### config.mk
export PLATFORM = sky130hd
export DESIGN_NAME = conv_mac_engine
export DESIGN_NICKNAME = d
export VERILOG_FILES = /design/src/rtl/conv_pkg.sv /design/src/rtl/conv_adder_tree.sv /design/src/rtl/conv_mac_engine.sv
export SDC_FILE = /design/constraint.sdc
export NUM_CORES = 2
export LEC_CHECK = 0
export ABC_AREA = 1
export CAP_MARGIN = 10
export CORE_MARGIN = 3
export CORE_UTILIZATION = 62
export CTS_CLUSTER_SIZE = 12
export DETAILED_ROUTE_END_ITERATION = 16
export PLACE_DENSITY = 0.85
export SLEW_MARGIN = 20
export SYNTH_ARGS = -nofsm -noshare
export SYNTH_HDL_FRONTEND = slang
export SYNTH_SLANG_ARGS = --single-unit
export TNS_END_PERCENT = 30
### constraint.sdc
create_clock -name clk -period 17.7 [get_ports clk]
set_clock_uncertainty 0.15 [all_clocks]
set_input_delay 2.655 -clock clk [delete_from_list [all_inputs] [get_ports clk]]
set_output_delay 2.655 -clock clk [all_outputs]
set_load 0.005 [all_outputs]
### src/rtl/conv_pkg.sv
// Shared types, defaults and the OFM width helper for the convolution MAC engine.
package conv_pkg;

  localparam int unsigned N_CH_DEF = 32;
  localparam int unsigned DW_DEF   = 4;
  localparam int unsigned WW_DEF   = 4;

  typedef enum logic [0:0] {W_LOAD, RUN} conv_state_e;

  // Wide enough for the most negative frame sum, so the accumulator never overflows.
  function automatic int unsigned ofm_width(input int unsigned n_ch, input int unsigned dw,
                                            input int unsigned ww, input int unsigned depth);
    return dw + ww + $clog2(n_ch * depth) + 1;
  endfunction

endpackage

### src/rtl/conv_adder_tree.sv
// Sums N_CH signed lane products into one sign-extended value, one registered output stage.
module conv_adder_tree #(
  parameter int unsigned N_CH = 32,
  parameter int unsigned IW   = 9,
  localparam int unsigned SW  = IW + $clog2(N_CH)
) (
  input  logic                 clk_i,
  input  logic [N_CH*IW-1:0]   data_i,
  output logic signed [SW-1:0] sum_o
);

  logic signed [SW-1:0] sum_d;

  always_comb begin
    sum_d = '0;
    for (int i = 0; i < N_CH; i++) begin
      sum_d = sum_d + SW'($signed(data_i[i*IW +: IW]));
    end
  end

  always_ff @(posedge clk_i) begin
    sum_o <= sum_d;
  end

endmodule

### src/rtl/conv_mac_engine.sv
// Weight-bank loader plus 3-stage multiply / adder-tree / accumulate pipeline, one OFM per frame.
// Optional CONV_MAC_RELU_EN clamps negative frame results to zero.
module conv_mac_engine
  import conv_pkg::*;
#(
  parameter int unsigned N_CH  = N_CH_DEF,
  parameter int unsigned DW    = DW_DEF,
  parameter int unsigned WW    = WW_DEF,
  parameter int unsigned DEPTH = 9,
  localparam int unsigned OW   = ofm_width(N_CH, DW, WW, DEPTH)
) (
  input  logic                 clk,
  input  logic                 rst,
  input  logic                 weight_valid,
  input  logic [N_CH*WW-1:0]   In_Weight,
  input  logic                 in_valid,
  input  logic [N_CH*DW-1:0]   In_IFM,
  output logic                 w_ready,
  output logic                 busy,
  output logic                 out_valid,
  output logic signed [OW-1:0] Out_OFM
);

  localparam int unsigned PW = DW + WW + 1;
  localparam int unsigned SW = PW + $clog2(N_CH);
  localparam int unsigned CW = (DEPTH > 1) ? $clog2(DEPTH) : 1;
  localparam logic [CW-1:0] LAST = CW'(DEPTH - 1);

  conv_state_e          state_q;
  logic [CW-1:0]        wcnt_q, icnt_q, w_row;
  logic [N_CH*WW-1:0]   wbank [DEPTH];
  logic                 w_we, beat;
  logic [N_CH*PW-1:0]   prod_d, prod_q;
  logic                 v1_q, f1_q, l1_q, v2_q, f2_q, l2_q;
  logic signed [SW-1:0] sum2;
  logic signed [OW-1:0] acc_q, acc_d, ofm_d;

  assign busy  = (icnt_q != '0);
  // In RUN a weight beat only counts between frames and always restarts at row 0.
  assign w_we  = weight_valid && ((state_q == W_LOAD) || !busy);
  assign w_row = (state_q == RUN) ? '0 : wcnt_q;
  assign beat  = in_valid && (state_q == RUN) && !w_we;

  always_ff @(posedge clk) begin
    if (w_we) wbank[w_row] <= In_Weight;
  end

  // Unsigned IFM lane is zero-extended so the product is a plain signed multiply.
  always_comb begin
    prod_d = '0;
    for (int i = 0; i < N_CH; i++) begin
      prod_d[i*PW +: PW] = PW'($signed({1'b0, In_IFM[i*DW +: DW]})) *
                           PW'($signed(wbank[icnt_q][i*WW +: WW]));
    end
  end

  always_ff @(posedge clk) begin
    prod_q <= prod_d;
  end

  conv_adder_tree #(
    .N_CH (N_CH),
    .IW   (PW)
  ) u_tree (
    .clk_i  (clk),
    .data_i (prod_q),
    .sum_o  (sum2)
  );

  always_comb begin
    acc_d = f2_q ? OW'(sum2) : acc_q + OW'(sum2);
    ofm_d = acc_d;
`ifdef CONV_MAC_RELU_EN
    if (acc_d[OW-1]) ofm_d = '0;
`endif
  end

  always_ff @(posedge clk) begin
    if (rst) begin
      state_q   <= W_LOAD;
      wcnt_q    <= '0;
      icnt_q    <= '0;
      w_ready   <= 1'b0;
      v1_q      <= 1'b0;
      f1_q      <= 1'b0;
      l1_q      <= 1'b0;
      v2_q      <= 1'b0;
      f2_q      <= 1'b0;
      l2_q      <= 1'b0;
      acc_q     <= '0;
      out_valid <= 1'b0;
      Out_OFM   <= '0;
    end else begin
      unique case (state_q)
        W_LOAD: begin
          if (weight_valid) begin
            if (wcnt_q == LAST) begin
              wcnt_q  <= '0;
              w_ready <= 1'b1;
              state_q <= RUN;
            end else begin
              wcnt_q <= wcnt_q + 1'b1;
            end
          end
        end
        RUN: begin
          // With a single-row bank the row-0 write already completes the reload.
          if (w_we && (DEPTH > 1)) begin
            wcnt_q  <= CW'(1);
            w_ready <= 1'b0;
            state_q <= W_LOAD;
          end
        end
      endcase

      if (beat) icnt_q <= (icnt_q == LAST) ? '0 : icnt_q + 1'b1;

      v1_q <= beat;
      f1_q <= (icnt_q == '0);
      l1_q <= (icnt_q == LAST);
      v2_q <= v1_q;
      f2_q <= f1_q;
      l2_q <= l1_q;

      if (v2_q) acc_q <= acc_d;
      out_valid <= v2_q && l2_q;
      if (v2_q && l2_q) Out_OFM <= ofm_d;
    end
  end

endmodule

# Word level (Yosys, flattened, before mapping)

Memories as Yosys holds them, arrays and structs flattened. A register that Yosys moved wholly into a read port is not among the register bits.
Index checks and enable logic that the tools add are counted.

Input port bits: 260
Memories kept: 1
Bits in writable memories: 1152
Flip-flop bits (word level): 355
Word-level logic and storage cells: 118

Bitwise operators: 1
Equality and inequality tests: 5
$mul: 32
Reductions and logical operators: 11
Add/sub/neg operators: 34
Mux-type cells: 19

Memories:

| name  | depth | bits a word | rd ports | clocked after Yosys merged registers in | write ports | line                  | text |
|---|---|---|---|---|---|---|---|
| wbank | 9     | 128         | 1        | 1                                       | 1           | conv_mac_engine.sv:31 | `logic [N_CH*WW-1:0] wbank [DEPTH];` |

Operator list:

| operator                                      | number |
|---|---|
| adder 14 x 9 -> 14 bit                        | 29 |
| multiplier 5 x 4 -> 9 bit                     | 32 |
| two-way mux 4 bit                             | 7 |
| adder 18 x 14 -> 18 bit                       | 1 |
| two-way mux 18 bit                            | 1 |
| adder 10 x 9 -> 11 bit                        | 1 |
| adder 9 x 9 -> 10 bit                         | 1 |
| adder 4 x 1 -> 4 bit, second input constant   | 2 |
| == test 4 bit, second input constant          | 2 |
| two-way mux 1 bit                             | 8 |
| case mux 4 bit (2 select lines)               | 1 |
| logical AND 1 bit                             | 4 |
| logical NOT 4 bit                             | 1 |
| != test 2 x 1 -> 1 bit, second input constant | 2 |
| case mux 1 bit (2 select lines)               | 2 |
| nonzero test 4 bit                            | 1 |
| AND reduction 3 bit                           | 1 |
| logical NOT 1 bit                             | 2 |
| != test 2 bit, second input constant          | 1 |
| AND reduction 2 bit                           | 1 |
| logical OR 1 bit                              | 1 |
| NOT 1 bit                                     | 1 |

# Depth between registers and ports, before layout

Depth in word-level cells: 31
Mapped depth: 27
Mapped depth without buffers: 27

# Modules after synthesis

A second synthesis with hierarchy kept.

Cell total of the unflattened synthesis: 7004
Area, all modules: 79094.6 µm²

Modules (own cells, without submodules):

| module          | cells an instance | instances | area each (µm²) | sequential area each (µm²) |
|---|---|---|---|---|
| conv_mac_engine | 6102              | 1         | 70413.8         | 41499.8 |
| conv_adder_tree | 902               | 1         | 8680.8          | 280.3 |

# Worst setup path before layout

OpenSTA, ideal clock, no wires.

Kind: input to register
Start point: in weight_valid
End point: mem wbank[8][0] (netlist name) (enable)
Cell stages on the path: 4
Data arrival time: 14.929 ns
Slack: 1.691 ns
Setup time: 0.930 ns
Cells stage by stage: inv_1 > nor2_1 > inv_1 > nor4_1

Longest elaborated chain between the ends: 3

RTL lines:

| element                                 | line                  | text |
|---|---|---|
| from (decl)                             | conv_mac_engine.sv:14 | `input logic weight_valid,` |
| logical AND 1 bit                       | conv_mac_engine.sv:40 | `assign w_we = weight_valid && ((state_q == W_LOAD) \|\| !busy);` |
| two-way mux 1 bit                       | conv_mac_engine.sv:45 | `if (w_we) wbank[w_row] <= In_Weight;` |
| two-way mux 1 bit (implied by the code) | conv_mac_engine.sv:45 |  |
| to (decl)                               | conv_mac_engine.sv:31 |  |

No other way between the ends.

# Worst setup path in the final report

Start point: reg prod_q[1]
End point: reg u_tree.sum_o[10]

Longest elaborated chain between the ends: 31

RTL lines:

| element                               | line                  | text |
|---|---|---|
| from (decl)                           | conv_mac_engine.sv:33 | `logic [N_CH*PW-1:0] prod_d, prod_q;` |
| from (signal assigned)                | conv_mac_engine.sv:58 | `prod_q <= prod_d;` |
| adder 9 x 9 -> 10 bit                 | conv_adder_tree.sv:17 | `sum_d = sum_d + SW'($signed(data_i[i*IW +: IW]));` |
| adder 10 x 9 -> 11 bit                | conv_adder_tree.sv:17 |  |
| adder 14 x 9 -> 14 bit (29 in series) | conv_adder_tree.sv:17 |  |
| net u_tree.sum_d[10]                  | conv_adder_tree.sv:12 | `logic signed [SW-1:0] sum_d;` |
| to (signal assigned)                  | conv_adder_tree.sv:22 | `sum_o <= sum_d;` |
| to (decl)                             | conv_adder_tree.sv:9  | `output logic signed [SW-1:0] sum_o` |

The timed path passes the listed nets, and every way through them passes these cells.
A chain may end at the register's enable or synchronous reset.

==> results.md <==
* Status: finished clean
* CP max stage cell: fa_1
* DR vias/cell at 5.93
* Area of the mapped netlist at 79300 sq um
* R2R Setup Slk at 10.84 ns
* Cell variety after synth at 42
* RePlAce Congestion at 0.972
* Clock Pin Slew Worst Setup and Hold Paths at 0.06 ns
* Clk_lat worst skew at 0.80 ns
* Maximum clock rate at 146 MHz
* Total congestion overflow at 0
* # resized after CTS at 0
* CP Launch Type: flop
* Vias in the first global route at 53931
* First-pass GRT wire length at 312000 um
* Total negative slack at 0 ns
* Share of cells above drive strength 1 at 6.98%
* Die width at 364 um
* Unrepaired setup endpoints after global routing: no
* Starting Density at 62.8%
* DR top layer: met5
* Synth area leaders: edfxtp_1 (44%), fa_1 (11%), ha_1 (9.5%)
* Initial antenna violation count at 48
* CP required at 18.26 ns
* CTS Hold Bufs at 0
* Die Ht at 364 um
* First drt pass iteration count at 8
* Synth area leader: edfxtp_1
* Largest family of logic cells by synthesized area: adder cells
* Clock tree from TritonCTS: done
* Metal3 WL at 23500 um
* Deepest clock path buffer count at 3
* Port buffer count at 280
* CTS root buf: clkbuf_16
* Syn_area_per_cell at 11.3 sq um
* # DRC at 0
* Post-DR wirelength/cell at 23.1 um
* Adder-cell area share of the yosys netlist at 20.7%
* Worst hold path type: reg2reg
* CTS sink count at 1511
* Synth top area share at 43.6%
* DR WL met2 at 98500 um
* Fin nets at 8565
* Met1 WL at 77600 um
* Post-synthesis mux area share at 0%
* Simple-Gate Fraction of Synth Area at 7.93%
* Post-Synthesis Cells at 7027
* Post-synthesis xor/xnor area fraction at 1.70%
* Setup CP Type: reg2reg
* Post-CTS Setup Inserts at 0
* Sequential-to-total area share from yosys stat at 52.7%
* Fin crit period at 6.86 ns
* Worst EP arrival at 7.42 ns
* Max Cap Violations at 0
* EDFF count, synth at 1152
* Die area at 132000 sq um
* Area delta synth->final at 11.4%
* Final hold vios at 0
* Antenna-violating nets left at 0
* Compound-Gate Fraction of Synth Area at 9.24%
* CP Buf/Inv Count at 3
* Core area at 126000 sq um
* Routed Wire Length at 209000 um
* Crit-path max FO at 4
* Largest net degree at the start of global routing at 215
* Synth Warn # at 0
* CP max stage delay at 0.54 ns
* I/O Pins at 281
* DR iter-0 viols at 6297
* GRT Resource Usage Total at 31.6%
* Rel. slew slack at 13.6%
* Crit share post-route at 38.8%
* Setup violations, final at 0
* CTS buffer count at 156
* DP HPWL at 141000 um
* Vias at 53611
* Worst Setup End Kind: flop
* H-tree depth at 4
* Max-slew violations at 0
* Syn_nets at 8332
* Fillers at 8370
* Most common cell on crit path: fa_1
* Crit path max-delay family: adder cells
* Site Rows at 130
* Slew @ Worst Pin at 1.30 ns
* Ys async rst share at 0%
* Prevailing post-synth register cell: edfxtp_1
* Yosys reg bits at 1511
==> registers in the layout, indices dropped and copies added (netlist names), 4 cells and up, named ones only <==
name,count
Out_OFM,18
acc_q,18
icnt_q,4
prod_q,288
u_tree.sum_o,14
wbank,1152
wcnt_q,4
==> per-stage QoR <==
step	setup WS [ns]	instance area [sq um]	hold slack [ns]	util, %	std cells
floorplan	1.69	79300	0.238	-	7027
global placement	10.70	83400	0.260	66.1	8752
detailed placement	10.61	83400	0.258	66.1	8752
CTS	10.84	88200	0.269	69.9	9012
global route	10.45	88300	0.290	69.9	9031
finish	10.84	88300	0.265	70.0	9044
==> path summary, 6_finish.rpt <==
| kind | startpoint | end | depth (start not counted) |
|---|---|---|---|
| worst max-delay path | prod_q[1] | u_tree.sum_o[10] | 25 |
| worst min-delay path | f1_q | f2_q | 2 |
| worst max register to register | prod_q[1] | u_tree.sum_o[10] | 25 |
| worst min register to register | f1_q | f2_q | 2 |
==> cell usage in the layout, fill, tap and decap left out, drive strengths merged <==
master,count
inv,1337
edfxtp,1152
nor2,937
o21ai,695
ha,602
fa,443
nand2,440
dfxtp,359
clkdlybuf4s50,280
o221ai,223
clkbuf,223
nand3,181
a21oi,128
xor2,77
xnor2,77
o211ai,40
buf,34
o22ai,33
diode,32
clkinv,23
a21o,22
nor3,11
a211oi,9
nand4,6
nand3b,6
bufinv,5
or2,3
a31oi,3
nor4,3
and2,2
nor3b,2
clkinvlp,2
a22oi,1
o311ai,1
o31ai,1
a21boi,1
==> cells in the mapped netlist (11+ instances only) <==
master / instances
nand2_1: 440
nand3_1: 180
xnor2_1: 77
o211ai_1: 40
clkbuf_1: 112
edfxtp_1: 1152
nor3_1: 11
o21ai_2: 123
o21ai_0: 557
buf_4: 14
buf_1: 26
xor2_1: 77
a21o_1: 22
nor2_1: 937
inv_2: 133
fa_1: 443
a21oi_1: 128
dfxtp_1: 359
o221ai_1: 223
o22ai_1: 33
buf_2: 73
ha_1: 602
o21ai_1: 15
inv_1: 1195
==> routing by layer <==
layer  vias to the layer above  track usage, %
li1                      23965               -
met1                     26211            40.5
met2                      2904            50.6
met3                       509            8.44
met4                        22            14.8
met5                         -               0
==> logic make-up (layout without fill, tap and decap cells) <==
| kind of cell | count (synthesis) | in the layout |
|---|---|---|
| simple gates | 1591 | 1591 |
| buf+inv | 1569 | 1904 |
| flops | 1511 | 1511 |
| compound gates | 1157 | 1157 |
| fa+ha+maj | 1045 | 1045 |
| xor+xnor | 154 | 154 |
| other cells | 0 | 32 |
==> worst reg2reg max path: cells and delay by family (launching register included) <==
kind / cells / cell delay [ns]
adder cells (fa/ha/maj): 10 / 4.50
AND/OR/NAND/NOR: 9 / 1.16
XOR/XNOR: 2 / 0.38
flip-flops: 1 / 0.32
AO/OA/AOI/OAI: 1 / 0.15
buffers and inverters: 3 / 0.14
==> cell type report <==
cell class,count,area (sq um),area share [%]
sequential,1511,41800,47.3
multi-input combinational,3947,31400,35.6
inverter,1330,5020,5.69
clock buffer,223,4330,4.90
timing repair buffer,314,3150,3.56
tap,1650,2060,2.34
clock inverter,37,445,0.504
antenna,32,80.1,0.0907
Power is left out: the tool's default activity adds up to more than one toggle a clock period on the data nets, which glitch-free logic cannot reach.
